**src/rtl/sdram_port_arbiter_if.sv**
```systemverilog
// Bus bundle around sdram_port_arbiter: VGA line prefetcher, blitter and the SDRAM master port.
// The master modport is the arbiter's view; the slave modport is the view of everything around it.
interface sdram_port_arbiter_if #(
    parameter int ADDR_W = 25
);
    logic              vga_req;
    logic [ADDR_W-1:0] vga_base;
    logic              vga_busy;
    logic [31:0]       vga_data;
    logic              vga_data_valid;
    logic              vga_done;

    logic              blit_read;
    logic              blit_write;
    logic [ADDR_W-1:0] blit_address;
    logic [31:0]       blit_wdata;
    logic [3:0]        blit_byteenable;
    logic [31:0]       blit_rdata;
    logic              blit_finished;

    logic              wait_req;
    logic              valid;
    logic [31:0]       data_from_mem;
    logic [ADDR_W-1:0] address_out;
    logic              read_out;
    logic              write_out;
    logic [3:0]        byte_enable;
    logic [31:0]       data_to_sdram;

    modport master (
        input  vga_req, vga_base,
        output vga_busy, vga_data, vga_data_valid, vga_done,
        input  blit_read, blit_write, blit_address, blit_wdata, blit_byteenable,
        output blit_rdata, blit_finished,
        input  wait_req, valid, data_from_mem,
        output address_out, read_out, write_out, byte_enable, data_to_sdram
    );

    modport slave (
        output vga_req, vga_base,
        input  vga_busy, vga_data, vga_data_valid, vga_done,
        output blit_read, blit_write, blit_address, blit_wdata, blit_byteenable,
        input  blit_rdata, blit_finished,
        output wait_req, valid, data_from_mem,
        input  address_out, read_out, write_out, byte_enable, data_to_sdram
    );
endinterface

```
**src/rtl/sdram_port_arbiter.sv**
```systemverilog
// Shares one pipelined SDRAM master port between the VGA line prefetcher (bursts) and the blitter.
// Optional ARB_BLIT_FAIR_EN: a pending blitter request wins the first IDLE cycle after each burst.
module sdram_port_arbiter #(
    parameter int LINE_WORDS      = 640,
    parameter int MAX_OUTSTANDING = 8,
    parameter int ADDR_W          = 25
) (
    input logic                  Clk,
    input logic                  Reset_n,
    sdram_port_arbiter_if.master bus
);
    localparam int CNT_W = $clog2(LINE_WORDS + 1);
    localparam int OUT_W = $clog2(MAX_OUTSTANDING + 1);
    localparam logic [CNT_W-1:0] LAST_IDX = CNT_W'(LINE_WORDS - 1);
    localparam logic [CNT_W-1:0] LINE_CNT = CNT_W'(LINE_WORDS);
    localparam logic [OUT_W-1:0] OUT_MAX  = OUT_W'(MAX_OUTSTANDING);

    typedef enum logic [2:0] {
        IDLE, VGA_BURST, VGA_DRAIN, BLIT_WRITE, BLIT_READ, BLIT_WAIT
    } state_t;

    state_t state, state_next;

    logic [ADDR_W-1:0] base_r;
    logic [CNT_W-1:0]  issued;
    logic [CNT_W-1:0]  returned;
    logic [OUT_W-1:0]  outstanding;
    logic [31:0]       blit_rdata_r;
    logic [31:0]       vga_data_p1;
    logic              vld_p1;
    logic              done_p1;
    logic              fin_p1;

    logic              rd_cmd, wr_cmd;
    logic [ADDR_W-1:0] addr_cmd;
    logic [3:0]        be_cmd;
    logic [31:0]       wdata_cmd;
    logic              start_vga, burst_end, blit_done;
    logic              accept, vga_phase, vga_accept, vga_return;
    logic              blit_wr_req, blit_rd_req, blit_first;

    assign accept     = (rd_cmd | wr_cmd) & ~bus.wait_req;
    assign vga_phase  = (state == VGA_BURST) || (state == VGA_DRAIN);
    assign vga_accept = accept && (state == VGA_BURST);
    assign vga_return = bus.valid && vga_phase;

    // A blitter still holds its request during the finished pulse; it must not be granted twice.
    assign blit_wr_req = bus.blit_write && !fin_p1;
    assign blit_rd_req = bus.blit_read && !fin_p1;

`ifdef ARB_BLIT_FAIR_EN
    logic blit_pri;

    always_ff @(posedge Clk or negedge Reset_n) begin
        if (!Reset_n)
            blit_pri <= 1'b0;
        else if (burst_end)
            blit_pri <= 1'b1;
        else if (state == IDLE)
            blit_pri <= 1'b0;
    end

    assign blit_first = blit_pri && (blit_wr_req || blit_rd_req);
`else
    assign blit_first = 1'b0;
`endif

    always_comb begin
        state_next = state;
        rd_cmd     = 1'b0;
        wr_cmd     = 1'b0;
        addr_cmd   = '0;
        be_cmd     = '0;
        wdata_cmd  = '0;
        start_vga  = 1'b0;
        burst_end  = 1'b0;
        blit_done  = 1'b0;
        unique case (state)
            IDLE: begin
                if (bus.vga_req && !blit_first) begin
                    start_vga  = 1'b1;
                    state_next = VGA_BURST;
                end else if (blit_wr_req) begin
                    state_next = BLIT_WRITE;
                end else if (blit_rd_req) begin
                    state_next = BLIT_READ;
                end
            end
            VGA_BURST: begin
                rd_cmd   = (outstanding < OUT_MAX);
                addr_cmd = base_r + ADDR_W'(issued);
                be_cmd   = 4'hF;
                if (rd_cmd && !bus.wait_req && (issued == LAST_IDX))
                    state_next = VGA_DRAIN;
            end
            VGA_DRAIN: begin
                if (returned == LINE_CNT) begin
                    burst_end  = 1'b1;
                    state_next = IDLE;
                end
            end
            BLIT_WRITE: begin
                wr_cmd    = 1'b1;
                addr_cmd  = bus.blit_address;
                wdata_cmd = bus.blit_wdata;
                be_cmd    = bus.blit_byteenable;
                if (!bus.wait_req) begin
                    blit_done  = 1'b1;
                    state_next = IDLE;
                end
            end
            BLIT_READ: begin
                rd_cmd   = 1'b1;
                addr_cmd = bus.blit_address;
                be_cmd   = 4'hF;
                if (!bus.wait_req)
                    state_next = BLIT_WAIT;
            end
            BLIT_WAIT: begin
                if (bus.valid) begin
                    blit_done  = 1'b1;
                    state_next = IDLE;
                end
            end
            default: state_next = IDLE;
        endcase
    end

    always_ff @(posedge Clk or negedge Reset_n) begin
        if (!Reset_n) begin
            state        <= IDLE;
            base_r       <= '0;
            issued       <= '0;
            returned     <= '0;
            outstanding  <= '0;
            done_p1      <= 1'b0;
            fin_p1       <= 1'b0;
            blit_rdata_r <= '0;
        end else begin
            state   <= state_next;
            done_p1 <= burst_end;
            fin_p1  <= blit_done;
            if (start_vga) begin
                base_r      <= bus.vga_base;
                issued      <= '0;
                returned    <= '0;
                outstanding <= '0;
            end else begin
                if (vga_accept)
                    issued <= issued + 1'b1;
                if (vga_return)
                    returned <= returned + 1'b1;
                if (vga_accept && !vga_return)
                    outstanding <= outstanding + 1'b1;
                else if (!vga_accept && vga_return && (outstanding != '0))
                    outstanding <= outstanding - 1'b1;
            end
            if ((state == BLIT_WAIT) && bus.valid)
                blit_rdata_r <= bus.data_from_mem;
        end
    end

    // Stage p0 -> p1: VGA return path, one register between SDRAM and the line FIFO
    always_ff @(posedge Clk or negedge Reset_n) begin
        if (!Reset_n) begin
            vld_p1      <= 1'b0;
            vga_data_p1 <= '0;
        end else begin
            vld_p1      <= vga_return;
            vga_data_p1 <= vga_return ? bus.data_from_mem : '0;
        end
    end

    assign bus.vga_busy       = vga_phase;
    assign bus.vga_data       = vga_data_p1;
    assign bus.vga_data_valid = vld_p1;
    assign bus.vga_done       = done_p1;
    assign bus.blit_rdata     = blit_rdata_r;
    assign bus.blit_finished  = fin_p1;
    assign bus.address_out    = addr_cmd;
    assign bus.read_out       = rd_cmd;
    assign bus.write_out      = wr_cmd;
    assign bus.byte_enable    = be_cmd;
    assign bus.data_to_sdram  = wdata_cmd;
endmodule

```
**src/flat_wrapper.sv**
```systemverilog
// flat-port wrapper written by rule: the top's interface ports become plain ports
module sdram_port_arbiter_flat 
#(
    parameter int LINE_WORDS      = 640,
    parameter int MAX_OUTSTANDING = 8,
    parameter int ADDR_W          = 25
)
  (Clk, Reset_n, bus_vga_req, bus_vga_base, bus_vga_busy, bus_vga_data, bus_vga_data_valid, bus_vga_done, bus_blit_read, bus_blit_write, bus_blit_address, bus_blit_wdata, bus_blit_byteenable, bus_blit_rdata, bus_blit_finished, bus_wait_req, bus_valid, bus_data_from_mem, bus_address_out, bus_read_out, bus_write_out, bus_byte_enable, bus_data_to_sdram);
  sdram_port_arbiter_if #(.ADDR_W(ADDR_W)) bus_i ();
  input logic Clk;
  input logic Reset_n;
  input wire logic [$bits(bus_i.vga_req)-1:0] bus_vga_req;
  input wire logic [$bits(bus_i.vga_base)-1:0] bus_vga_base;
  output wire logic [$bits(bus_i.vga_busy)-1:0] bus_vga_busy;
  output wire logic [$bits(bus_i.vga_data)-1:0] bus_vga_data;
  output wire logic [$bits(bus_i.vga_data_valid)-1:0] bus_vga_data_valid;
  output wire logic [$bits(bus_i.vga_done)-1:0] bus_vga_done;
  input wire logic [$bits(bus_i.blit_read)-1:0] bus_blit_read;
  input wire logic [$bits(bus_i.blit_write)-1:0] bus_blit_write;
  input wire logic [$bits(bus_i.blit_address)-1:0] bus_blit_address;
  input wire logic [$bits(bus_i.blit_wdata)-1:0] bus_blit_wdata;
  input wire logic [$bits(bus_i.blit_byteenable)-1:0] bus_blit_byteenable;
  output wire logic [$bits(bus_i.blit_rdata)-1:0] bus_blit_rdata;
  output wire logic [$bits(bus_i.blit_finished)-1:0] bus_blit_finished;
  input wire logic [$bits(bus_i.wait_req)-1:0] bus_wait_req;
  input wire logic [$bits(bus_i.valid)-1:0] bus_valid;
  input wire logic [$bits(bus_i.data_from_mem)-1:0] bus_data_from_mem;
  output wire logic [$bits(bus_i.address_out)-1:0] bus_address_out;
  output wire logic [$bits(bus_i.read_out)-1:0] bus_read_out;
  output wire logic [$bits(bus_i.write_out)-1:0] bus_write_out;
  output wire logic [$bits(bus_i.byte_enable)-1:0] bus_byte_enable;
  output wire logic [$bits(bus_i.data_to_sdram)-1:0] bus_data_to_sdram;
  assign bus_i.vga_req = bus_vga_req;
  assign bus_i.vga_base = bus_vga_base;
  assign bus_vga_busy = bus_i.vga_busy;
  assign bus_vga_data = bus_i.vga_data;
  assign bus_vga_data_valid = bus_i.vga_data_valid;
  assign bus_vga_done = bus_i.vga_done;
  assign bus_i.blit_read = bus_blit_read;
  assign bus_i.blit_write = bus_blit_write;
  assign bus_i.blit_address = bus_blit_address;
  assign bus_i.blit_wdata = bus_blit_wdata;
  assign bus_i.blit_byteenable = bus_blit_byteenable;
  assign bus_blit_rdata = bus_i.blit_rdata;
  assign bus_blit_finished = bus_i.blit_finished;
  assign bus_i.wait_req = bus_wait_req;
  assign bus_i.valid = bus_valid;
  assign bus_i.data_from_mem = bus_data_from_mem;
  assign bus_address_out = bus_i.address_out;
  assign bus_read_out = bus_i.read_out;
  assign bus_write_out = bus_i.write_out;
  assign bus_byte_enable = bus_i.byte_enable;
  assign bus_data_to_sdram = bus_i.data_to_sdram;
  sdram_port_arbiter #(.LINE_WORDS(LINE_WORDS), .MAX_OUTSTANDING(MAX_OUTSTANDING), .ADDR_W(ADDR_W)) u_core (.Clk(Clk), .Reset_n(Reset_n), .bus(bus_i));
endmodule
```
**config.mk**
```make
export PLATFORM = sky130hd
export DESIGN_NAME = sdram_port_arbiter_flat
export DESIGN_NICKNAME = d
export VERILOG_FILES = /design/src/rtl/sdram_port_arbiter_if.sv /design/src/rtl/sdram_port_arbiter.sv /design/src/flat_wrapper.sv
export SDC_FILE = /design/constraint.sdc
export NUM_CORES = 1
export LEC_CHECK = 0
export BUFFER_PORTS_ARGS = -buffer_cell sky130_fd_sc_hd__buf_2
export CAP_MARGIN = 20
export CORE_MARGIN = 5
export CORE_UTILIZATION = 40
export CTS_BUF_LIST = sky130_fd_sc_hd__clkbuf_4 sky130_fd_sc_hd__clkbuf_8
export CTS_CLUSTER_SIZE = 25
export DETAILED_ROUTE_END_ITERATION = 10
export PLACE_DENSITY_LB_ADDON = 0.25
export SKIP_CTS_REPAIR_TIMING = 1
export SYNTH_ARGS = -nofsm -noshare
export SYNTH_HDL_FRONTEND = slang
export SYNTH_SLANG_ARGS = --single-unit
```
**constraint.sdc**
```tcl
create_clock -name Clk -period 2.9 [get_ports Clk]
set_input_delay 0.435 -clock Clk [delete_from_list [all_inputs] [get_ports Clk]]
set_output_delay 0.435 -clock Clk [all_outputs]
set_load 0.01 [all_outputs]
```
==> results by group <==
Run status
  – Status: finished, violations left
  – Failing checks: hold timing, setup timing

Die
  – DIE AREA: 18,300 um2
  – Placeable core area: 15,300 um2
  – Die Y-Extent: between 100 and 150 um
  – Placement row count: 45
  – Top Ports: 256
  – Chip width: 135 um
  – Initial Utilization: about two fifths

Timing
  – Post-route worst hold slack: -0.0153 ns
  – Final setup violation count: 11
  – Worst clock skew: 0.0110 ns
  – Relative slew slack: 56.6%
  – RSZ-0062 raised after global routing: true
  – Crit path time final: 3.17 ns
  – Final Hold Fails: 8
  – Pins Over Slew Limit: 0
  – Final period utilization: 109%
  – Setup slack after layout: -0.271 ns
  – Max Freq: 0.315 GHz
  – Slew @ Worst Pin: 0.646 ns

Hold path
  – Worst hold path type: input port to asynchronous set/reset pin

Logic synthesis
  – Synth Area in Adders: 3.64%
  – Post-Synthesis Cells: 590
  – Register area share after synthesis: 47.5%
  – Synth Area in Simple Gates: between 20 and 25%
  – Mapped Nets: 732
  – Number of enable flip-flop cells after synthesis: 0
  – Synth warn: 0
  – Mapped Area: 6260 um2
  – Async SR Flop Fraction: 100%
  – Syn avg cell area: 10.6 um2
  – Largest family of logic cells by synthesized area: simple AND/OR/NAND/NOR gates
  – Compound-Gate Fraction of Synth Area: 11.5%
  – Xor-xnor portion of the synthesized cell area: 3.08%
  – Post-synth cell types: a little under 60
  – Post-synthesis mux area share: between 10 and 15%
  – Primary FF master, synth: dfrtp_1
  – Seq cells post-synth: ~120

Placed design
  – Gpl congestion: 0.851
  – Dpl ws: 0.0624 ns
  – Placed Area: a little under 8000 um2
  – Dpl hpwl: 13.7 mm
  – Placed Cells: 1,049
  – IO buf count: 255

Finish
  – FILL cells: 1,401
  – Ant diodes: 0
  – Non-Filler Instances: 1,096
  – FF+latch area: 2990 um2
  – Area Overhead vs Synth: 38.5%
  – Share of cells above drive strength 1: 47.6%
  – Multi-input gate area: between 3000 and 4000 um2
  – Final Instance Area: ~8700 um2
  – Net count, final: 1,014

Clocking
  – Num CTS Buffers: 17
  – Clock buffer depth: 2
  – CTS tree: yes
  – H-tree depth: 4
  – Clk_lat worst skew: 0.43 ns
  – Sink Count: 119
  – Register clock-pin slew on the reported worst setup and hold paths: 0.08 ns
  – Clock Root Buffer: clkbuf_8

Drt
  – Total Routed Length: approximately 18 mm
  – Wire length per cell: 16.5 um
  – Post-DR vias/cell: 5.05
  – ANT nets after route: 0
  – DRC marker count from the first detailed-route iteration: approximately 280
  – Via count: 5,540
  – DRT Pass-1 Iters: 5
  – Residual DRC: 0

GRT
  – Grt total ovfl: 0
  – Pin count of the biggest net entering global routing: 60
  – First-pass GRT wire length: 27.8 mm
  – Vias in the first global route: around 5,400
  – All-Layer GR Usage: 19.2%
  – Initial antenna violation count: 1

Critical path
  – Req. time, crit path: approximately 2.5 ns
  – CP arrival: 2.74 ns
  – CP Max Fanout: 4
  – Crit-path cells: ha_2 -> inv_2 -> fa_2 -> nor2b_2 -> o31a_1 -> buf_6 -> o21a_1 -> or3_1 -> a32o_1 -> buf_2
  – Worst setup SP type: flip-flop
  – Critical path type: flip-flop to output pin
  – Slowest stage delay, CP: 0.40 ns
  – Critical path's slowest cell: dfrtp_1
  – Crit. End Element: output pin

Power
  – Pwr/cell area: between 900 and 1000 nW/um2
  – VDD IR max: 0.000694 V
  – Leakage: 4.53 nW

Run
  – # Max-Cap Violations: 0
==> final cells by class <==
| class | count | share of cell area (%) |
|---|---|---|
| clock buffer | 18 | 2.86 |
| multi-input combinational | 427 | 38.0 |
| sequential | 119 | 34.4 |
| clock inverter | 14 | 2.12 |
| inverter | 14 | 0.606 |
| timing repair buffer | 293 | 18.9 |
| tap | 211 | 3.04 |
==> power breakdown <==
part	switching, mW	internal (mW)	total, mW
clock network	0.727	0.897	1.62
logic	1.84	1.73	3.57
registers	0.425	2.20	2.63
==> flip-flops by register name, indices dropped and copies added (netlist names) <==
name and count:
u_core.issued 10, u_core.outstanding 4, u_core.bus.vga_data_valid 1, u_core.bus.vga_done 1, u_core.bus.blit_rdata 32, u_core.bus.blit_finished 1
u_core.state 3, u_core.returned 10, u_core.bus.vga_data 32, u_core.base_r 25
==> routing by layer <==
metal / part of all wire, % / vias up / GRT usage, %
li1: - / 2676 / -
met1: 41 / 2593 / 24.8
met2: 45 / 247 / 28.7
met3: 13 / 22 / 9.29
met4: 1.3 / 2 / 5.43
met5: 0.072 / - / 0
==> per-stage QoR <==
stage / TNS (ns) / power (mW) / utilization, %
floorplan: 0 / 4.63 / -
global placement: 0 / 5.95 / 51.7
detailed placement: 0 / 5.98 / 51.7
CTS: -4.22 / 7.64 / 54.6
global route: -3.52 / 8.40 / 56.8
finish: -1.88 / 7.82 / 56.8
==> cells by family (layout without fill, tap and decap cells) <==
logic type      count (synthesis)  after routing
simple gates                  229            229
flops                         119            119
compound gates                 99             99
mux                            60             60
buf+inv                        44            339
xor+xnor                       22             22
fa+ha+maj                      17             17
==> synthesized netlist by cell type (4+ instances only) <==
cell / instances / share of area, %
a211o_1: 4 / 0.56
a211oi_1: 4 / 0.48
a21o_1: 9 / 1.1
a21oi_1: 15 / 1.2
a32oi_1: 8 / 1.1
and2_1: 69 / 6.9
and3_1: 5 / 0.50
buf_2: 12 / 0.96
clkbuf_1: 17 / 1.0
dfrtp_1: 119 / 48
ha_1: 15 / 3.0
inv_1: 14 / 0.84
mux2_2: 56 / 10
mux2i_1: 4 / 0.64
nand2_1: 34 / 2.0
nand2b_1: 4 / 0.40
nand3_1: 21 / 1.7
nand4_1: 20 / 2.0
nor2_1: 31 / 1.9
nor2b_1: 6 / 0.60
nor3_1: 7 / 0.56
nor4_1: 5 / 0.50
o211ai_1: 5 / 0.60
o21ai_0: 24 / 1.9
xnor2_1: 5 / 0.70
xor2_1: 17 / 2.4
==> worst max-delay path, delay by kind of cell (launching register included) <==
| kind | cells | cell delay [ns] |
|---|---|---|
| simple gates | 2 | 0.35 |
| compound gates | 3 | 0.81 |
| fa+ha+maj | 2 | 0.41 |
| flops | 1 | 0.40 |
| buf+inv | 3 | 0.35 |
==> path summary, 6_finish.rpt <==
kind | startpoint | to | slack [ns] | cells after the start
min reg2reg | u_core.bus.blit_rdata[6] | u_core.bus.blit_rdata[6] | 0.50 | 1
min | Reset_n | u_core.issued[6] | -0.02 | 1
max reg2reg | u_core.state[2] | u_core.outstanding[3] | 0.55 | 9
max | u_core.base_r[0] | bus_address_out[10] | -0.27 | 10
max in group asynchronous | Reset_n | u_core.bus.vga_done | 2.20 | 2
min in group Clk | bus_vga_base[17] | u_core.base_r[17] | 0.21 | 3
==> placed cells by master, fill, tap and decap left out, types with 9 or more instances in the layout <==
master	count
a21o_1	9
a21oi_1	14
and2_1	69
buf_2	251
buf_4	32
clkbuf_8	18
dfrtp_1	113
inv_1	13
mux2_2	55
nand2_1	34
nand3_1	18
nand4_1	20
nor2_1	31
o21ai_0	21
xor2_1	17
Power figures use the tool's default switching activity.
